File: src/rtl/monitor_pkg.sv
// Shared slot type and small helpers for the commit-stream monitor.
package monitor_pkg;

    localparam int MAX_CHANNELS = 64;
    localparam int MAX_XLEN     = 64;

    typedef struct packed {
        logic [MAX_XLEN-1:0] pc;
        logic [MAX_XLEN-1:0] pc_next;
        logic                is_br;
    } commit_slot_t;

    function automatic int unsigned popcount(input logic [MAX_CHANNELS-1:0] bits);
        int unsigned n;
        n = 0;
        for (int i = 0; i < MAX_CHANNELS; i++) begin
            n += 32'(bits[i]);
        end
        return n;
    endfunction

    // Branch-to-self: the halt idiom used by the test programs.
    function automatic logic self_loop(input logic [MAX_XLEN-1:0] pc,
                                       input logic [MAX_XLEN-1:0] pc_next,
                                       input logic                is_br);
        return is_br && (pc_next == pc);
    endfunction

endpackage

File: src/rtl/commit_trace_ring.sv
// Circular history of the most recently committed PCs, newest-relative readout.
module commit_trace_ring
    import monitor_pkg::*;
#(
    parameter  int XLEN     = 32,
    parameter  int DEPTH    = 8,
    parameter  int CHANNELS = 1,
    localparam int IDX_W    = $clog2(DEPTH),
    localparam int FILL_W   = IDX_W + 1
) (
    input  logic                     clk,
    input  logic                     reset,
    input  logic [CHANNELS-1:0]      wr_en,
    input  logic [CHANNELS*XLEN-1:0] wr_pc,
    input  logic [IDX_W-1:0]         rd_idx,
    output logic [XLEN-1:0]          rd_pc,
    output logic [FILL_W-1:0]        fill
);

    logic [XLEN-1:0]   mem_q [DEPTH];
    logic [XLEN-1:0]   mem_d [DEPTH];
    logic [IDX_W-1:0]  wr_ptr_q, wr_ptr_d;
    logic [FILL_W-1:0] fill_q, fill_d;
    logic [IDX_W-1:0]  rd_addr;
    int unsigned       fill_sum;

    // Later slots overwrite earlier ones, so with CHANNELS > DEPTH the youngest survive.
    always_comb begin
        mem_d    = mem_q;
        wr_ptr_d = wr_ptr_q;
        for (int i = 0; i < CHANNELS; i++) begin
            if (wr_en[i]) begin
                mem_d[wr_ptr_d] = wr_pc[i*XLEN +: XLEN];
                wr_ptr_d        = wr_ptr_d + IDX_W'(1);
            end
        end
        fill_sum = 32'(fill_q) + popcount(MAX_CHANNELS'(wr_en));
        fill_d   = (fill_sum >= unsigned'(DEPTH)) ? FILL_W'(DEPTH) : FILL_W'(fill_sum);
    end

    for (genvar gi = 0; gi < DEPTH; gi++) begin : g_entry
        always_ff @(posedge clk or negedge reset) begin
            if (!reset) begin
                mem_q[gi] <= '0;
            end else begin
                mem_q[gi] <= mem_d[gi];
            end
        end
    end

    always_ff @(posedge clk or negedge reset) begin
        if (!reset) begin
            wr_ptr_q <= '0;
            fill_q   <= '0;
        end else begin
            wr_ptr_q <= wr_ptr_d;
            fill_q   <= fill_d;
        end
    end

    assign rd_addr = wr_ptr_q - IDX_W'(1) - rd_idx;
    assign rd_pc   = ({1'b0, rd_idx} < fill_q) ? mem_q[rd_addr] : '0;
    assign fill    = fill_q;

endmodule

File: src/rtl/commit_monitor.sv
// Retirement monitor: order numbering, self-loop halt detection, idle watchdog
// and a trace of recent commit PCs.
module commit_monitor
    import monitor_pkg::*;
#(
    parameter int CHANNELS       = 1,
    parameter int XLEN           = 32,
    parameter int ORDER_W        = 64,
    parameter int HALT_REPEAT    = 2,
    parameter int TIMEOUT_CYCLES = 100000000,
    parameter int TRACE_DEPTH    = 8
) (
    input  logic                          clk,
    input  logic                          reset,
    input  logic [CHANNELS-1:0]           commit_valid,
    input  logic [CHANNELS*XLEN-1:0]      commit_pc,
    input  logic [CHANNELS*XLEN-1:0]      commit_pc_next,
    input  logic [CHANNELS-1:0]           commit_is_br,
    output logic [CHANNELS*ORDER_W-1:0]   commit_order,
    output logic [ORDER_W-1:0]            order,
    output logic                          halt,
    output logic                          timeout,
    input  logic [$clog2(TRACE_DEPTH)-1:0] trace_idx,
    output logic [XLEN-1:0]               trace_pc,
    output logic [$clog2(TRACE_DEPTH):0]  trace_fill
);

    localparam int LOOP_W = $clog2(HALT_REPEAT + 1);
    localparam int IDLE_W = $clog2(TIMEOUT_CYCLES + 1);

    logic [ORDER_W-1:0]  order_q, order_d, run_order;
    logic                halt_q, halt_d;
    logic                timeout_q, timeout_d;
    logic [LOOP_W-1:0]   loop_cnt_q, loop_cnt_d;
    logic [XLEN-1:0]     loop_pc_q, loop_pc_d;
    logic [IDLE_W-1:0]   idle_q, idle_d, idle_inc;
    logic [CHANNELS-1:0] accepted;
    logic                frozen;
    logic                halt_hit;
    commit_slot_t        slot;

    assign frozen   = halt_q | timeout_q;
    assign accepted = commit_valid & {CHANNELS{~frozen}};
    assign idle_inc = idle_q + IDLE_W'(1);

    // Slots are walked oldest-first so the loop counter sees program order.
    always_comb begin
        run_order    = order_q;
        loop_cnt_d   = loop_cnt_q;
        loop_pc_d    = loop_pc_q;
        halt_hit     = 1'b0;
        slot         = '0;
        commit_order = '0;
        for (int i = 0; i < CHANNELS; i++) begin
            commit_order[i*ORDER_W +: ORDER_W] = run_order;
            slot.pc      = MAX_XLEN'(commit_pc[i*XLEN +: XLEN]);
            slot.pc_next = MAX_XLEN'(commit_pc_next[i*XLEN +: XLEN]);
            slot.is_br   = commit_is_br[i];
            if (accepted[i]) begin
                run_order = run_order + ORDER_W'(1);
                if (self_loop(slot.pc, slot.pc_next, slot.is_br)) begin
                    if (commit_pc[i*XLEN +: XLEN] == loop_pc_d) begin
                        if (loop_cnt_d != LOOP_W'(HALT_REPEAT)) begin
                            loop_cnt_d = loop_cnt_d + LOOP_W'(1);
                        end
                    end else begin
                        loop_cnt_d = LOOP_W'(1);
                        loop_pc_d  = commit_pc[i*XLEN +: XLEN];
                    end
                    if (loop_cnt_d == LOOP_W'(HALT_REPEAT)) begin
                        halt_hit = 1'b1;
                    end
                end else begin
                    loop_cnt_d = '0;
                end
            end
        end
        order_d = run_order;
    end

    // A halting cycle always has an accepted slot, so it can never also time out.
    always_comb begin
        idle_d    = idle_q;
        timeout_d = timeout_q;
        halt_d    = halt_q | halt_hit;
        if (!frozen) begin
            if (|accepted) begin
                idle_d = '0;
            end else begin
                idle_d = idle_inc;
                if (idle_inc == IDLE_W'(TIMEOUT_CYCLES)) begin
                    timeout_d = 1'b1;
                end
            end
        end
    end

    always_ff @(posedge clk or negedge reset) begin
        if (!reset) begin
            order_q    <= '0;
            halt_q     <= 1'b0;
            timeout_q  <= 1'b0;
            loop_cnt_q <= '0;
            loop_pc_q  <= '0;
            idle_q     <= '0;
        end else begin
            order_q    <= order_d;
            halt_q     <= halt_d;
            timeout_q  <= timeout_d;
            loop_cnt_q <= loop_cnt_d;
            loop_pc_q  <= loop_pc_d;
            idle_q     <= idle_d;
        end
    end

    assign order   = order_q;
    assign halt    = halt_q;
    assign timeout = timeout_q;

    commit_trace_ring #(
        .XLEN     (XLEN),
        .DEPTH    (TRACE_DEPTH),
        .CHANNELS (CHANNELS)
    ) u_trace (
        .clk    (clk),
        .reset  (reset),
        .wr_en  (accepted),
        .wr_pc  (commit_pc),
        .rd_idx (trace_idx),
        .rd_pc  (trace_pc),
        .fill   (trace_fill)
    );

endmodule

File: config.mk
export PLATFORM = sky130hd
export DESIGN_NAME = commit_monitor
export DESIGN_NICKNAME = d
export VERILOG_FILES = /design/src/rtl/monitor_pkg.sv /design/src/rtl/commit_trace_ring.sv /design/src/rtl/commit_monitor.sv
export SDC_FILE = /design/constraint.sdc
export NUM_CORES = 1
export LEC_CHECK = 0
export CAP_MARGIN = 0
export CORE_MARGIN = 5
export CORE_UTILIZATION = 55
export DETAILED_ROUTE_END_ITERATION = 8
export GPL_TIMING_DRIVEN = 0
export HOLD_SLACK_MARGIN = 0.02
export PLACE_DENSITY = 0.79
export SLEW_MARGIN = 40
export SYNTH_ARGS = -nofsm -noshare
export SYNTH_HDL_FRONTEND = slang
export SYNTH_SLANG_ARGS = --single-unit
File: constraint.sdc
create_clock -name clk -period 3.5 [get_ports clk]
set_clock_uncertainty 0.2 [all_clocks]
set_input_delay 0.7 -clock clk [delete_from_list [all_inputs] [get_ports clk]]
set_output_delay 0.7 -clock clk [all_outputs]
set_load 0.01 [all_outputs]
# Word level (Yosys, flattened, before mapping)
# Cells that the tools add are included.
[word_totals]
ff_bits = 390
wordCells = 62
[classes]
addsub = 7
n_lt_le_gt_ge = 5
n_eq_ne = 5
mux = 17
n_bitwise = 8
reduce_logical = 4
[op_table]
columns = ["op", "n"]
rows = [
  ["256-bit bitwise mux", 1],
  ["32-bit 2-to-1 mux", 4],
  ["32-bit binary-select mux with 3-bit select", 1],
  ["32-bit demux with 3-bit select", 1],
  ["64-bit by 1-bit adder with 64-bit output (second input constant)", 1],
  ["32-bit equality test", 2],
  ["32-bit by 4-bit >= comparator with 1-bit output (second input constant)", 1],
  ["27-bit by 1-bit adder with 27-bit output (second input constant)", 1],
  ["27-bit equality test (second input constant)", 1],
  ["27-bit 2-to-1 mux", 1],
  ["2-bit 2-to-1 mux", 5],
  ["4-bit >= comparator (second input constant)", 2],
  ["3-bit inverter with 4-bit output", 2],
  ["3-bit AND reduction", 2],
  ["4-bit by 1-bit adder with 5-bit output", 1],
  ["3-bit by 4-bit < comparator with 1-bit output", 1],
  ["4-bit by 1-bit < comparator with 1-bit output (second input constant)", 1],
  ["4-bit 2-to-1 mux", 1],
  ["3-bit by 1-bit adder with 3-bit output (second input constant)", 1],
  ["1-bit 2-to-1 mux", 3],
  ["1-bit inverter", 3],
  ["3-bit by 1-bit subtractor with 3-bit output (second input constant)", 1],
  ["3-bit subtractor", 1],
  ["2-bit by 1-bit adder with 2-bit output (second input constant)", 1],
  ["other kinds (5)", 7],
]

# Longest topological paths before layout
[depth]
ltp_word = 10
depth_mapped = 9

# By module
# A second synthesis with hierarchy kept.
[hier_totals]
hier_cells = 1492
area_unflattened_um2 = 19548.7
[modules_own_cells]
columns = ["module", "n_inst", "cells_per_inst", "area_each_um2", "seq_area_each_um2"]
rows = [
  ["commit_trace_ring", 1, 739, 12120.4, 6581.3],
  ["commit_monitor", 1, 753, 7428.4, 3178.0],
]

# Worst setup path after synthesis
# Ideal clock, no wire load.
[synth_timing]
kind = "input port to output port"
startpoint = "input trace_idx[0]"
endpoint = "output trace_pc[10]"
arrival_time_ns = 2.571
t_required_ns = 2.600
slack_ns = 0.029
stages = 9
path_buffers = 2
cell_sequence = "inv_1 > ha_1 > inv_1 > fa_1 > clkbuf_1 > clkbuf_1 > mux4_2 > nand2_1 > a21oi_1"
[synth_between]
elab_chain_len = 6
[synth_rtl]
columns = ["element", "line_no", "source"]
rows = [
  ["start: declaration", "commit_monitor.sv:23", "input logic [$clog2(TRACE_DEPTH)-1:0] trace_idx,"],
  ["3-bit subtractor", "commit_trace_ring.sv:61", "assign rd_addr = wr_ptr_q - IDX_W'(1) - rd_idx;"],
  ["3-bit inverter with 4-bit output (implied by the code)", "commit_trace_ring.sv:62", "assign rd_pc = ({1'b0, rd_idx} < fill_q) ? mem_q[rd_addr] : '0;"],
  ["32-bit binary-select mux with 3-bit select", "commit_trace_ring.sv:62", ""],
  ["32-bit 2-to-1 mux (implied by the code) (2 in a row)", "commit_trace_ring.sv:62", ""],
  ["32-bit 2-to-1 mux *", "commit_trace_ring.sv:62", ""],
  ["end: declaration", "commit_monitor.sv:24", "output logic [XLEN-1:0] trace_pc,"],
]
# Mark *: on every way between the ends. The rest lies on a longest branch, timed or not. The select of a mux whose other input is x is not followed.

# Final worst setup path
[layout_timing]
startpoint = "register u_trace.wr_ptr_q[0]"
endpoint = "output trace_pc[19]"
[layout_between]
elab_chain_len = 7
[layout_rtl]
columns = ["element", "line_no", "source"]
rows = [
  ["start: declaration", "commit_trace_ring.sv:22", "logic [IDX_W-1:0] wr_ptr_q, wr_ptr_d;"],
  ["start signal: assignment", "commit_trace_ring.sv:56", "wr_ptr_q <= wr_ptr_d;"],
  ["3-bit by 1-bit subtractor with 3-bit output", "commit_trace_ring.sv:61", ""],
  ["3-bit subtractor", "commit_trace_ring.sv:61", ""],
  ["3-bit inverter with 4-bit output (implied by the code)", "commit_trace_ring.sv:62", ""],
  ["32-bit binary-select mux with 3-bit select", "commit_trace_ring.sv:62", ""],
  ["32-bit 2-to-1 mux (implied by the code) (2 in a row)", "commit_trace_ring.sv:62", ""],
  ["32-bit 2-to-1 mux", "commit_trace_ring.sv:62", ""],
]
# Every way passes these cells. The select of a mux whose other input is x is not followed.

==> load_flow_metrics.sql <==
INSERT INTO impl_metrics (metric_group, metric, value, unit) VALUES
('run_status', 'result_of_the_run', 'complete, but fails checks', ''),
('setup_path', 'crit_slowest_cell', 'sky130_fd_sc_hd__fa_2', ''),
('setup_path', 'worst_ep_required_time', '2.60', 'ns'),
('cells_and_area', 'antenna_diode_count', '0', ''),
('synthesis', 'post_synth_main_area_contributors', 'sky130_fd_sc_hd__dfrtp_1 50%, sky130_fd_sc_hd__mux2_2 16%, sky130_fd_sc_hd__mux4_2 7.4%, sky130_fd_sc_hd__xor2_1 3.3%, sky130_fd_sc_hd__xnor2_1 3.0%', ''),
('routing', 'postRouteWirelength', '50600', 'um'),
('setup_path', 'critical_path.most_common_cell', 'sky130_fd_sc_hd__buf_12', ''),
('placement', 'dpl_cell_area', '22500', 'um^2'),
('setup_path', 'critPathMaxStageDelay', '0.59', 'ns'),
('synthesis', 'synthesis_stage_register_bit_count', '390', ''),
('power', 'power-per-cell-area', '835', 'nW/um^2'),
('cells_and_area', 'final.fill_count', '2376', ''),
('power', 'irDropWorstVdd', '0.597', 'mV'),
('cts', 'cts_buffer_depth', '3', ''),
('cts', 'worst_setup_hold_path_clk_slew', '0.06', 'ns'),
('timing', 'final_max_slew_viol_count', '0', ''),
('power', 'leakagePower', '0.0108', 'uW'),
('cts', 'tritoncts_num_sinks', '390', ''),
('synthesis', 'seq_area_frac_synth', '50.2', '%'),
('global_route', 'initial_antenna_violation_count', '1', ''),
('synthesis', 'synthFlopType', 'sky130_fd_sc_hd__dfrtp_1', ''),
('synthesis', 'yosys_synthesis_warning_count', '0', ''),
('timing', 'final_setup_slack_of_the_worst_path', '-0.145', 'ns'),
('placement', 'placed_cells', '2263', ''),
('timing', 'finalSetupViolations', '32', ''),
('cells_and_area', 'mostFrequentLayoutCells', '389 x sky130_fd_sc_hd__dfrtp_1, 284 x sky130_fd_sc_hd__mux2_2, 201 x sky130_fd_sc_hd__clkdlybuf4s50_1', ''),
('cells_and_area', 'nets', '1951', ''),
('routing', 'avgRoutedWirePerCell', '21.6', 'um'),
('cells_and_area', 'area_growth_syn_to_layout', '26.1', '%'),
('timing', 'clock.fmax', '274', 'MHz'),
('routing', 'detailroute.via_count', '13700', ''),
('placement', 'post-dp-hpwl', '34100', 'um'),
('floorplan', 'floorplan.die.width', '198', 'um'),
('synthesis', 'synth-async-reset-ratio', '100', '%'),
('timing', 'post-route-min-period', '3.65', 'ns'),
('run_status', 'failed_checks', 'setup timing', ''),
('timing', 'fin_crit_sh', '104', '%'),
('setup_path', 'arrival', '2.75', 'ns'),
('synthesis', 'postSynthCellCount', '1567', ''),
('cts', 'worst_skew_pair.late_latency', '0.54', 'ns'),
('routing', 'vias_per_cell', '5.83', ''),
('global_route', 'first_global_vias', '14600', ''),
('synthesis', 'cell_variety_after_synth', '61', ''),
('cts', 'cts-buffers-inserted', '42', ''),
('floorplan', 'core', '34700', 'um^2'),
('global_route', 'gr-total-overflow', '0', ''),
('setup_path', 'setup.worst_path.start_class', 'register', ''),
('floorplan', 'rows', '68', ''),
('setup_path', 'timing_worst_setup_path_type', 'register to output port', ''),
('synthesis', 'post_synth.cell_area_avg', '12.4', 'um^2'),
('routing', 'drc', '0', ''),
('floorplan', 'vertical_die_dimension', '198', 'um'),
('synthesis', 'synth_nets', '1649', ''),
('timing', 'relSlewSlack', '40.9', '%'),
('setup_path', 'cell_chain_of_the_critical_path', 'ha_4, inv_2, fa_2, buf_12, buf_12, buf_12, mux4_2, nand2_2, a21oi_2, buf_2', ''),
('run', 'cap_viol_max_count', '0', ''),
('placement', 'io_buffers', '236', ''),
('timing', 'rsz_0062_raised_after_global_routing', 'yes', ''),
('setup_path', 'critical_path_maximum_fanout', '9', ''),
('synthesis', 'synth_edf_count', '0', ''),
('routing', 'final_antenna_net_count', '0', ''),
('cells_and_area', 'final_cell_count_no_fill', '2349', ''),
('setup_path', 'critical-path-top-delay-family', 'adder cells', ''),
('setup_path', 'worst-path-buf-inv', '5', ''),
('cts', 'tritoncts', 'yes', ''),
('placement', 'place_worst_setup_slack', '-1.77', 'ns'),
('floorplan', 'initial_utilization', '56.0', '%'),
('synthesis', 'synthDominantAreaCellType', 'sky130_fd_sc_hd__dfrtp_1', ''),
('floorplan', 'dieArea', '39200', 'um^2'),
('timing', 'timing_hold_violations_final', '0', ''),
('routing', 'drt_pass1_iterations', '5', '');
==> registers in the layout (all words and copies together) (netlist names) <==
signal,count
commit_order,64
idle_q,27
u_trace.wr_ptr_q,3
loop_pc_q,32
halt,1
u_trace.mem_q,256
timeout,1
u_trace.fill,4
loop_cnt_q,2
==> cells by family after synthesis <==
group	Yosys count	synth area share, %
buf+inv	192	5.27
xor+xnor	139	6.26
mux	368	24.9
compound gates	93	2.64
simple gates	374	10.0
fa+ha+maj	11	0.746
flops	390	50.2
==> path summary, 6_finish.rpt <==
check | from | slack, ns | to | depth (start not counted)
min reg2reg | u_trace.mem_q[18]$_DFFE_PN0P_ | 0.29 | u_trace.mem_q[18]$_DFFE_PN0P_ | 1
min in group asynchronous | reset | 0.49 | idle_q[13]$_DFFE_PN0N_ | 2
max in group asynchronous | reset | 1.48 | u_trace.wr_ptr_q[0]$_DFFE_PN0P_ | 4
min | u_trace.mem_q[18]$_DFFE_PN0P_ | 0.29 | u_trace.mem_q[18]$_DFFE_PN0P_ | 1
max reg2reg | halt$_DFF_PN0_ | 0.45 | u_trace.fill[0]$_DFF_PN0_ | 9
max | u_trace.wr_ptr_q[0]$_DFFE_PN0P_ | -0.15 | trace_pc[19] | 10
==> per-stage QoR <==
step / hold WS [ns] / TNS [ns] / utilization (%) / power (uW)
after floorplan: 0.204 / 0 / - / 11700
after global placement: 0.263 / -5924.18 / 64.5 / 14300
after detailed placement: 0.275 / -60.44 / 64.9 / 14600
after CTS: 0.287 / -1.91 / 70.6 / 20300
after global routing: 0.311 / -4.72 / 70.7 / 21400
final: 0.292 / -2.42 / 70.7 / 20500
==> metal layers <==
layer / global-route usage, % / up-vias / part of all wire (%)
li1: - / 6094 / -
met1: 34.3 / 6982 / 40
met2: 43.4 / 499 / 49
met3: 5.36 / 122 / 6.9
met4: 8.85 / 0 / 3.4
met5: 0 / - / 0
==> synth_stat cells (all sizes together), types with 8 or more instances <==
library cell	instances
dfrtp	390
nand2	146
nand3	44
mux2i	15
nor3	32
ha	10
inv	17
clkbuf	69
and2	9
xor2	73
mux4	64
buf	105
xnor2	66
nand4	32
and3	8
nor2	52
nor4	22
a21oi	45
mux2	289
o21ai	32
and4	9
==> power by group <==
part | internal, uW | leakage (uW) | switching [uW]
Combinational | 5020 | 0.00520 | 4130
Clock | 2550 | 0.000668 | 1760
Sequential | 6090 | 0.00489 | 921
Total | 13700 | 0.0108 | 6820
==> worst reg2reg max path: stages, from the launching register on <==
cell and delay [ns]:
sky130_fd_sc_hd__dfrtp_1 0.48, sky130_fd_sc_hd__nor2_2 0.35, sky130_fd_sc_hd__nand2_2 0.26, sky130_fd_sc_hd__clkinv_4 0.19
sky130_fd_sc_hd__clkbuf_1 0.56, sky130_fd_sc_hd__ha_1 0.32, sky130_fd_sc_hd__ha_1 0.19, sky130_fd_sc_hd__nand2b_1 0.12
sky130_fd_sc_hd__mux2i_1 0.09, sky130_fd_sc_hd__and2_1 0.17
==> what timing repair did <==
item | 4_1_cts | 5_1_grt
gates cloned | 9 | 1
hold buffers | 1 | 0
pin swaps | 36 | 7
gates resized for setup | 258 | 20
buffers inserted | 9 | 0
endpoints found under the setup margin | 32 | 32
endpoints found under the hold margin | 55 | 0
==> cell type report <==
class	instances	area [um^2]	share of cell area (%)
timing repair buffer	260	2660	10.8
inverter	18	72.6	0.296
clock inverter	12	133	0.541
multi-input combinational	985	8920	36.4
clock buffer	57	1210	4.93
buffer	172	1220	4.96
sequential	390	9760	39.8
tap	455	569	2.32
Power figures use the tool's default switching activity.
